--- src/rtl/alu_arbiter.sv ---
// Round-robin arbiter sharing one ALU between two valid/ready requesters.
// One transaction in flight: IDLE accepts, EXEC samples the ALU, RESP holds the result.
module alu_arbiter #(
    parameter int DATA_WIDTH = 32
) (
    input  logic                  clk,
    input  logic                  rst,

    input  logic                  req0_valid,
    output logic                  req0_ready,
    input  logic [DATA_WIDTH-1:0] req0_op1,
    input  logic [DATA_WIDTH-1:0] req0_op2,
    input  logic [2:0]            req0_ctrl,

    input  logic                  req1_valid,
    output logic                  req1_ready,
    input  logic [DATA_WIDTH-1:0] req1_op1,
    input  logic [DATA_WIDTH-1:0] req1_op2,
    input  logic [2:0]            req1_ctrl,

    output logic                  rsp0_valid,
    input  logic                  rsp0_ready,
    output logic [DATA_WIDTH-1:0] rsp0_data,
    output logic                  rsp0_zero,

    output logic                  rsp1_valid,
    input  logic                  rsp1_ready,
    output logic [DATA_WIDTH-1:0] rsp1_data,
    output logic                  rsp1_zero,

    output logic [DATA_WIDTH-1:0] alu_op1,
    output logic [DATA_WIDTH-1:0] alu_op2,
    output logic [2:0]            alu_ctrl,
    input  logic [DATA_WIDTH-1:0] alu_sum,
    input  logic                  alu_zero,

    output logic                  busy
);

    typedef enum logic [1:0] {
        IDLE = 2'd0,
        EXEC = 2'd1,
        RESP = 2'd2
    } state_e;

    state_e                state_q, state_d;
    logic                  ptr_q, ptr_d;
    logic                  owner_q, owner_d;
    logic [DATA_WIDTH-1:0] op1_q, op1_d;
    logic [DATA_WIDTH-1:0] op2_q, op2_d;
    logic [2:0]            ctrl_q, ctrl_d;
    logic [DATA_WIDTH-1:0] res_q, res_d;
    logic                  zero_q, zero_d;
    logic                  rsp0_valid_q, rsp0_valid_d;
    logic                  rsp1_valid_q, rsp1_valid_d;
    logic                  busy_q, busy_d;

    logic                  grant;
    logic                  in_idle;
    logic                  handshake;
    logic                  owner_rsp_ready;

    // Grant is only consulted in IDLE; ready is masked during reset.
    always_comb begin
        if (req0_valid && req1_valid) begin
            grant = ptr_q;
        end else begin
            grant = req1_valid;
        end
        in_idle    = (state_q == IDLE) && !rst;
        req0_ready = in_idle && req0_valid && !grant;
        req1_ready = in_idle && req1_valid && grant;
        handshake  = req0_ready || req1_ready;
    end

    assign owner_rsp_ready = owner_q ? rsp1_ready : rsp0_ready;

    always_comb begin
        state_d = state_q;
        ptr_d   = ptr_q;
        owner_d = owner_q;
        op1_d   = op1_q;
        op2_d   = op2_q;
        ctrl_d  = ctrl_q;
        res_d   = res_q;
        zero_d  = zero_q;

        case (state_q)
            IDLE: begin
                if (handshake) begin
                    op1_d   = grant ? req1_op1  : req0_op1;
                    op2_d   = grant ? req1_op2  : req0_op2;
                    ctrl_d  = grant ? req1_ctrl : req0_ctrl;
                    owner_d = grant;
                    state_d = EXEC;
                end
            end
            EXEC: begin
                res_d   = alu_sum;
                zero_d  = alu_zero;
                state_d = RESP;
            end
            RESP: begin
                // The non-owner's rsp_ready never reaches this decision.
                if (owner_rsp_ready) begin
                    ptr_d   = ~owner_q;
                    state_d = IDLE;
                end
            end
            default: begin
                state_d = IDLE;
            end
        endcase

        rsp0_valid_d = (state_d == RESP) && !owner_d;
        rsp1_valid_d = (state_d == RESP) && owner_d;
        busy_d       = (state_d != IDLE);
    end

    always_ff @(posedge clk) begin
        if (rst) begin
            state_q      <= IDLE;
            ptr_q        <= 1'b0;
            owner_q      <= 1'b0;
            op1_q        <= '0;
            op2_q        <= '0;
            ctrl_q       <= 3'b000;
            res_q        <= '0;
            zero_q       <= 1'b0;
            rsp0_valid_q <= 1'b0;
            rsp1_valid_q <= 1'b0;
            busy_q       <= 1'b0;
        end else begin
            state_q      <= state_d;
            ptr_q        <= ptr_d;
            owner_q      <= owner_d;
            op1_q        <= op1_d;
            op2_q        <= op2_d;
            ctrl_q       <= ctrl_d;
            res_q        <= res_d;
            zero_q       <= zero_d;
            rsp0_valid_q <= rsp0_valid_d;
            rsp1_valid_q <= rsp1_valid_d;
            busy_q       <= busy_d;
        end
    end

    assign alu_op1    = op1_q;
    assign alu_op2    = op2_q;
    assign alu_ctrl   = ctrl_q;

    assign rsp0_valid = rsp0_valid_q;
    assign rsp1_valid = rsp1_valid_q;
    assign rsp0_data  = res_q;
    assign rsp1_data  = res_q;
    assign rsp0_zero  = zero_q;
    assign rsp1_zero  = zero_q;
    assign busy       = busy_q;

endmodule

--- config.mk ---
export PLATFORM = sky130hd
export DESIGN_NAME = alu_arbiter
export DESIGN_NICKNAME = d
export VERILOG_FILES = /design/src/rtl/alu_arbiter.sv
export SDC_FILE = /design/constraint.sdc
export NUM_CORES = 1
export LEC_CHECK = 0
export ABC_AREA = 1
export BUFFER_PORTS_ARGS = -buffer_cell sky130_fd_sc_hd__buf_4
export CAP_MARGIN = 5
export CORE_AREA = 2 2 120 122
export DETAILED_ROUTE_END_ITERATION = 8
export DIE_AREA = 0 0 122 124
export PLACE_DENSITY_LB_ADDON = 0.2
export SLEW_MARGIN = 20
export SYNTH_ARGS = -nofsm -noshare
export SYNTH_HDL_FRONTEND = slang
export SYNTH_SLANG_ARGS = --single-unit
--- constraint.sdc ---
create_clock -name clk -period 3 [get_ports clk]
set_input_delay 0.15 -clock clk [delete_from_list [all_inputs] [get_ports clk]]
set_output_delay 0.15 -clock clk [all_outputs]
set_load 0.05 [all_outputs]
==> key figures, run 1 <==
Synthesis
  – Sequential fraction of the synthesis area: 0.395
  – Cells after Synth: 873
  – Post-synth top area share: 0.395
  – Seq cells post-synth: 107
  – Area leader, netlist: dfxtp_1
  – Average cell area after synthesis: 6.21 sq um
  – YS warnings: 0
  – Cell area after synthesis: 5420 sq um
  – Post-synth net total: 1046
  – Synth top area cells: dfxtp_1, nand2_1, nor2_1, nand3_1, inv_1
  – Post-synth cell types: 18

STA
  – Final-report hold violation count: 0
  – Setup TNS: 0 ns
  – Least-Margin Pin Slew: 1.00 ns
  – Max Slew Vio Count: 0
  – RSZ-0062 raised after global routing: false
  – Max frequency: 0.490 GHz
  – Tmin final: 2.04 ns
  – Tcrit/Tclk final: 0.680
  – Setup WS post-layout: 0.959 ns
  – Post-Route Skew: 0.00247 ns
  – Final setup vio count: 0
  – Relative slew slack: 0.332

Final layout
  – Final instance area: 7860 sq um
  – Multi-input combinational cell area: 2480 sq um
  – Fill count: 1430
  – N_diodes: 0
  – FF+latch area: 2140 sq um
  – Area grow syn2layout: 45.0%
  – Final nets: 1284
  – Share of cells above drive strength 1: 0.308

Global routing
  – Vias in the first global route: 5217
  – All-Layer GR Usage: 0.217
  – Gr ovfl total: 0
  – Global-route wire length before repair: 26000 um
  – Initial antenna violation count: 0
  – Largest net degree at the start of global routing: 70

Clocking
  – H-Tree Level Count: 3
  – CTS clock-pin slew for the worst setup and hold paths: 0.07 ns
  – Post-CTS setup buffers: 0
  – Total CTS buffers: 9
  – Cts repair resizes: 0
  – Clock root cell: clkbuf_16
  – CTS max path bufs: 2
  – TritonCTS clock tree: done
  – Clk_lat worst skew: 0.34 ns
  – Clock sinks: 107

Drt
  – Remaining antenna violation count: 0
  – Via count: 5989
  – DR DRC count: 0
  – DR iter-0 viols: 318
  – Routed vias/inst: 4.62
  – Routed Wire Length: 17100 um
  – Wire per inst: 13.2 um
  – First-pass DRT Iterations: 4

Critical path
  – Worst-case reg-to-reg path depth: 6
  – Most used cell, CP: buf_4
  – Worst endpoint required time: 2.85 ns
  – Crit-path cells: dlygate4sd3_1, buf_4, inv_2, nand3_2, buf_4, nor2_1, buf_4
  – Crit-path max cell delay: 0.60 ns
  – Critical Path End Type: output pin
  – Worst-path fanout max: 69
  – CP Class: input port to output pin
  – CP arrival: 1.89 ns
  – CP max stage cell: buf_4
  – Startpoint types: input port

Placement
  – Hpwl dp: 11800 um
  – DP Area: 7560 sq um
  – Port buffer count: 310
  – Final Wtd Congestion: 0.767
  – Dpl ws: 1.23 ns

Power and ir drop
  – Pint: 2790 uW
  – Sw Ratio: 0.399
  – Clock power frac: 0.246
  – Logic pwr share: 0.393
  – Sequential fraction of design power: 0.361
  – Leak pwr: 0.00437 uW
  – Sw Pwr: 1850 uW
  – Power per cell area: 590 nW/um^2
  – Peak VDD IR: 0.389 mV

Floorplan
  – Initial Util: 0.395
  – Die Y: 124 um
  – Die width: 122 um
  – Core Area: 13700 sq um
  – Full die area: 15100 sq um
  – Floorplan row count: 43
  – I/O pins: 311

Flow run
  – Max-cap viol count: 0

Run status
  – Status: completed

Min path
  – Hold Path Stages: 3
  – Hold crit path type: input port to flip-flop
-- flip-flops by register name, summed over array words and instances (netlist names) --
register / count
rsp0_valid: 1
rsp0_zero: 1
busy: 1
state_q: 2
ptr_q: 1
alu_ctrl: 3
alu_op2: 32
rsp0_data: 32
owner_q: 1
alu_op1: 32
rsp1_valid: 1
-- cells in the final DEF (no fill, tap or decap), drive strengths merged --
cell type | synthesis | routed
nor2 | 209 | 209
inv | 77 | 77
nor3 | 2 | 2
clkinvlp | 0 | 2
nand3 | 136 | 136
dlygate4sd3 | 0 | 1
clkbuf | 31 | 11
a21oi | 2 | 2
nand2 | 213 | 213
a21boi | 1 | 1
o21ai | 33 | 33
dfxtp | 107 | 107
clkinv | 0 | 3
buf | 62 | 319
-- Yosys cell counts --
master / instances
a21boi_2: 1
a21oi_1: 2
buf_1: 5
buf_2: 21
buf_4: 36
clkbuf_1: 31
dfxtp_1: 107
inv_1: 75
inv_2: 2
nand2_1: 212
nand2_2: 1
nand3_1: 135
nand3_2: 1
nor2_1: 207
nor2_2: 1
nor2_4: 1
nor3_1: 2
o21ai_0: 33
-- power groups by stage --
stage	registers (uW)	logic (uW)	clock network (uW)
after floorplan	2220	757	0
after global placement	1700	1830	0
after detailed placement	1710	1840	0
after CTS	1680	1840	1180
after global routing	1690	1970	1240
final	1670	1820	1140
-- path summary, 6_finish.rpt --
path,slack [ns],end,startpoint
max,0.96,req0_ready,rst
min,0.06,rsp0_data[11]$_SDFFE_PP0N_,alu_sum[11]
max reg2reg,1.25,rsp0_data[26]$_SDFFE_PP0N_,state_q[1]$_SDFF_PP0_
min reg2reg,0.50,rsp0_data[14]$_SDFFE_PP0N_,rsp0_data[14]$_SDFFE_PP0N_
-- routing by layer --
layer / wire [um] / vias to the layer above / track usage / share of wire
met5: 0 / - / 0 / 0
met3: 1620 / 18 / 0.0701 / 0.095
met4: 272 / 0 / 0.0690 / 0.016
li1: - / 3121 / - / -
met2: 8220 / 210 / 0.370 / 0.48
met1: 6970 / 2640 / 0.259 / 0.41
-- what timing repair did --
item / 4_1_cts / 5_1_grt
hold buffers: 1 / 0
hold endpoints to repair: 1 / 0
endpoints found under the setup margin: 0 / 0
-- final cells by class --
class,instances,share of cell area
Timing Repair Buffer,320,0.309
Clock inverter,5,0.00478
Multi-Input combinational cell,596,0.316
Sequential cell,107,0.273
Tap cell,180,0.0287
Clock buffer,11,0.0322
Inverter,77,0.0368
-- critical path, delay by kind of cell --
family / cells / cell delay (ns)
simple gates: 2 / 0.18
buf+inv: 5 / 1.56
-- metrics by stage --
step	cells	hold WS (ns)	power (uW)	util
after floorplan	873	0.222	2980	-
after global placement	1279	0.367	3530	0.551
after detailed placement	1279	0.365	3540	0.551
after CTS	1296	0.0438	4690	0.573
after global routing	1296	0.0461	4910	0.573
final	1296	0.0582	4640	0.573
-- cell families (layout without fill, tap and decap cells) --
kind of cell           Yosys count  after routing  synth area share
AO/OA/AOI/OAI                   36             36            0.0344
AND/OR/NAND/NOR                560            560             0.423
flip-flops                     107            107             0.395
buffers and inverters          170            413             0.148
No activity file was read; power rests on OpenSTA's default activity.
==> run 2: changes to the inputs <==
--- a/config.mk
+++ b/config.mk
@@ -8,9 +8,9 @@
 export ABC_AREA = 1
 export BUFFER_PORTS_ARGS = -buffer_cell sky130_fd_sc_hd__buf_4
 export CAP_MARGIN = 5
-export CORE_AREA = 2 2 120 122
+export CORE_MARGIN = 2
+export CORE_UTILIZATION = 40
 export DETAILED_ROUTE_END_ITERATION = 8
-export DIE_AREA = 0 0 122 124
 export PLACE_DENSITY_LB_ADDON = 0.2
 export SLEW_MARGIN = 20
 export SYNTH_ARGS = -nofsm -noshare
==> constraint.sdc (replaced) <==
create_clock -name clk -period 1.7 [get_ports clk]
set_input_delay 0.085 -clock clk [delete_from_list [all_inputs] [get_ports clk]]
set_output_delay 0.085 -clock clk [all_outputs]
set_load 0.05 [all_outputs]
==> run 2 against run 1 <==
  * Register-to-register slack got worse by 0.90 ns
  * Final area rose by 3.9%
  * Highest routed layer unchanged
  * Global-route usage is 2.2 points higher
==> key figures, run 2 (synthesis gave the netlist of run 1 again) <==
Run status
  – Status: completed

Critical path
  – CP arrival: 1.46 ns (-0.43 ns)
  – Crit-path cells: dlygate4sd3_1, buf_4, inv_2, nand3_2, buf_4, nor2_1, buf_4
  – Startpoint types: input port
  – Worst endpoint required time: 1.62 ns (-1.23 ns)
  – Crit-path max cell delay: 0.54 ns (-0.06 ns)
  – Worst reg-to-reg setup slack: 0.35 ns (-0.90 ns)
  – Critical Path End Type: output pin
  – CP Class: input port to output pin
  – Most used cell, CP: buf_4
  – Worst-path fanout max: 9 (-87%)
  – CP max stage cell: dlygate4sd3_1

Global routing
  – Global-route wire length before repair: 27500 um (+6.0%)
  – Vias in the first global route: 5543 (+6.2%)
  – Largest net degree at the start of global routing: 59 (-16%)
  – Initial antenna violation count: 0 (unchanged)
  – Gr ovfl total: 0 (unchanged)
  – All-Layer GR Usage: 0.239 (+0.0217)

Drt
  – Via count: 6137 (+2.5%)
  – Met1 wire length: 6950 um (-0.24%)
  – Wire per inst: 13.5 um (+2.2%)
  – Routed vias/inst: 4.63 (+0.15%)
  – DR iter-0 viols: 356 (+12%)
  – Routed Wire Length: 17900 um (+4.5%)
  – First-pass DRT Iterations: 4 (unchanged)
  – Remaining antenna violation count: 0 (unchanged)
  – Highest Signal Layer: met4
  – Met3 routed WL: 1460 um (-9.7%)
  – DR WL met2: 9100 um (+11%)
  – DR DRC count: 0 (unchanged)

Final layout
  – Final nets: 1318 (+2.6%)
  – Fin util: 0.617 (+0.0441)
  – N_diodes: 0 (unchanged)
  – Fill count: 1286 (-10%)
  – Most frequent cells in the layout: buf_4, nand2_1, nor2_1
  – Final instance area: 8170 sq um (+3.9%)
  – Most common cell after layout, fill and taps aside: buf_4
  – Area grow syn2layout: 50.7%
  – Share of cells above drive strength 1: 0.303 (-0.00477)

Floorplan
  – Core Area: 13200 sq um (-3.5%)
  – Die width: 120 um (-1.3%)
  – Die Y: 120 um (-2.9%)
  – Floorplan row count: 42 (-2.3%)
  – I/O pins: 311 (unchanged)
  – Initial Util: 0.409 (+0.0142)
  – Full die area: 14500 sq um (-4.2%)

Clocking
  – Post-CTS setup buffers: 0 (unchanged)
  – CTS max path bufs: 2 (unchanged)
  – Total CTS buffers: 9 (unchanged)
  – H-Tree Level Count: 3 (unchanged)
  – Hold-fix buffers at CTS: 26 (+25)
  – Clock root cell: clkbuf_16
  – TritonCTS clock tree: done
  – Clk_lat worst skew: 0.35 ns (about the same)
  – CTS clock-pin slew for the worst setup and hold paths: 0.07 ns (about the same)
  – Cts repair resizes: 0 (unchanged)
  – Clock sinks: 107 (unchanged)

STA
  – Post-Route Skew: 0.00681 ns (+0.00434 ns)
  – Final-report hold violation count: 0 (unchanged)
  – Least-Margin Pin Slew: 0.641 ns (-0.360 ns)
  – Max frequency: 0.647 GHz
  – Tmin final: 1.55 ns
  – Setup TNS: 0 ns (unchanged)
  – Tcrit/Tclk final: 0.909
  – Setup WS post-layout: 0.154 ns (-0.804 ns)
  – Final setup vio count: 0 (unchanged)
  – Max Slew Vio Count: 0 (unchanged)
  – RSZ-0062 raised after global routing: false
  – Relative slew slack: 0.572 (+0.241)

Placement
  – Final Wtd Congestion: 0.796 (+3.8%)
  – Port buffer count: 310 (unchanged)
  – Dpl ws: 0.347 ns (-0.888 ns)
  – Hpwl dp: 12500 um (+5.9%)
  – DP Area: 7630 sq um (+0.99%)

Flow run
  – Max-cap viol count: 0 (unchanged)

Min path
  – Hold crit path type: input port to flip-flop

Power and ir drop
  – Leak pwr: 0.00451 uW (+3.3%)
  – Peak VDD IR: 0.463 mV (+19%)
  – Power per cell area: 1010 nW/um^2 (+71%)
## run 2: changes by cell type in the layout (fill, tap and decap cells not counted), sizes merged
cell,previous run,this run
clkinvlp,2,1
clkbuf,11,15
clkinv,3,0
buf,319,328
dlygate4sd3,1,26
## run 2: routing by layer
layer | track usage | vias up
met5 | 0 | -
met4 | 0.0792 | 0
met3 | 0.0642 | 22
met2 | 0.433 | 213
met1 | 0.269 | 2716
li1 | - | 3186
## run 2: layout make-up
class	count	area (sq um)	area share
clock inverters	1	7.51	0.000919
multi-input cells	596	2480	0.304
flip-flops and latches	107	2140	0.262
inverters	77	289	0.0354
clock buffers	15	268	0.0328
repair buffers	354	2760	0.338
well taps	176	220	0.0270
## run 2: through the flow
stage | power [uW] | hold slack [ns] | std cells
floorplan | 5260 | 0.157 | 873
global placement | 6250 | 0.296 | 1284
detailed placement | 6280 | 0.298 | 1284
CTS | 8310 | 0.0000113 | 1326
global route | 8680 | 0.000876 | 1326
finish | 8240 | 0.00789 | 1326
## run 2: power breakdown
group          switching (uW)  total, uW  internal [uW]
Combinational            2190       3300           1110
Clock                     900       1980           1080
Sequential                172       2960           2790
Total                    3260       8240           4980
## run 2: worst paths after layout
check        depth (start not counted)                    endpoint                        from
max                                  7                  req0_ready                         rst
min                                  3  rsp0_data[28]$_SDFFE_PP0N_                 alu_sum[28]
max reg2reg                          6    alu_op2[29]$_SDFFE_PP0P_       state_q[0]$_SDFF_PP0_
min reg2reg                          2  rsp0_data[28]$_SDFFE_PP0N_  rsp0_data[28]$_SDFFE_PP0N_
## run 2: critical path: cells and delay by family
family | cells | cell delay, ns
buf+inv | 5 | 1.17
simple gates | 2 | 0.19
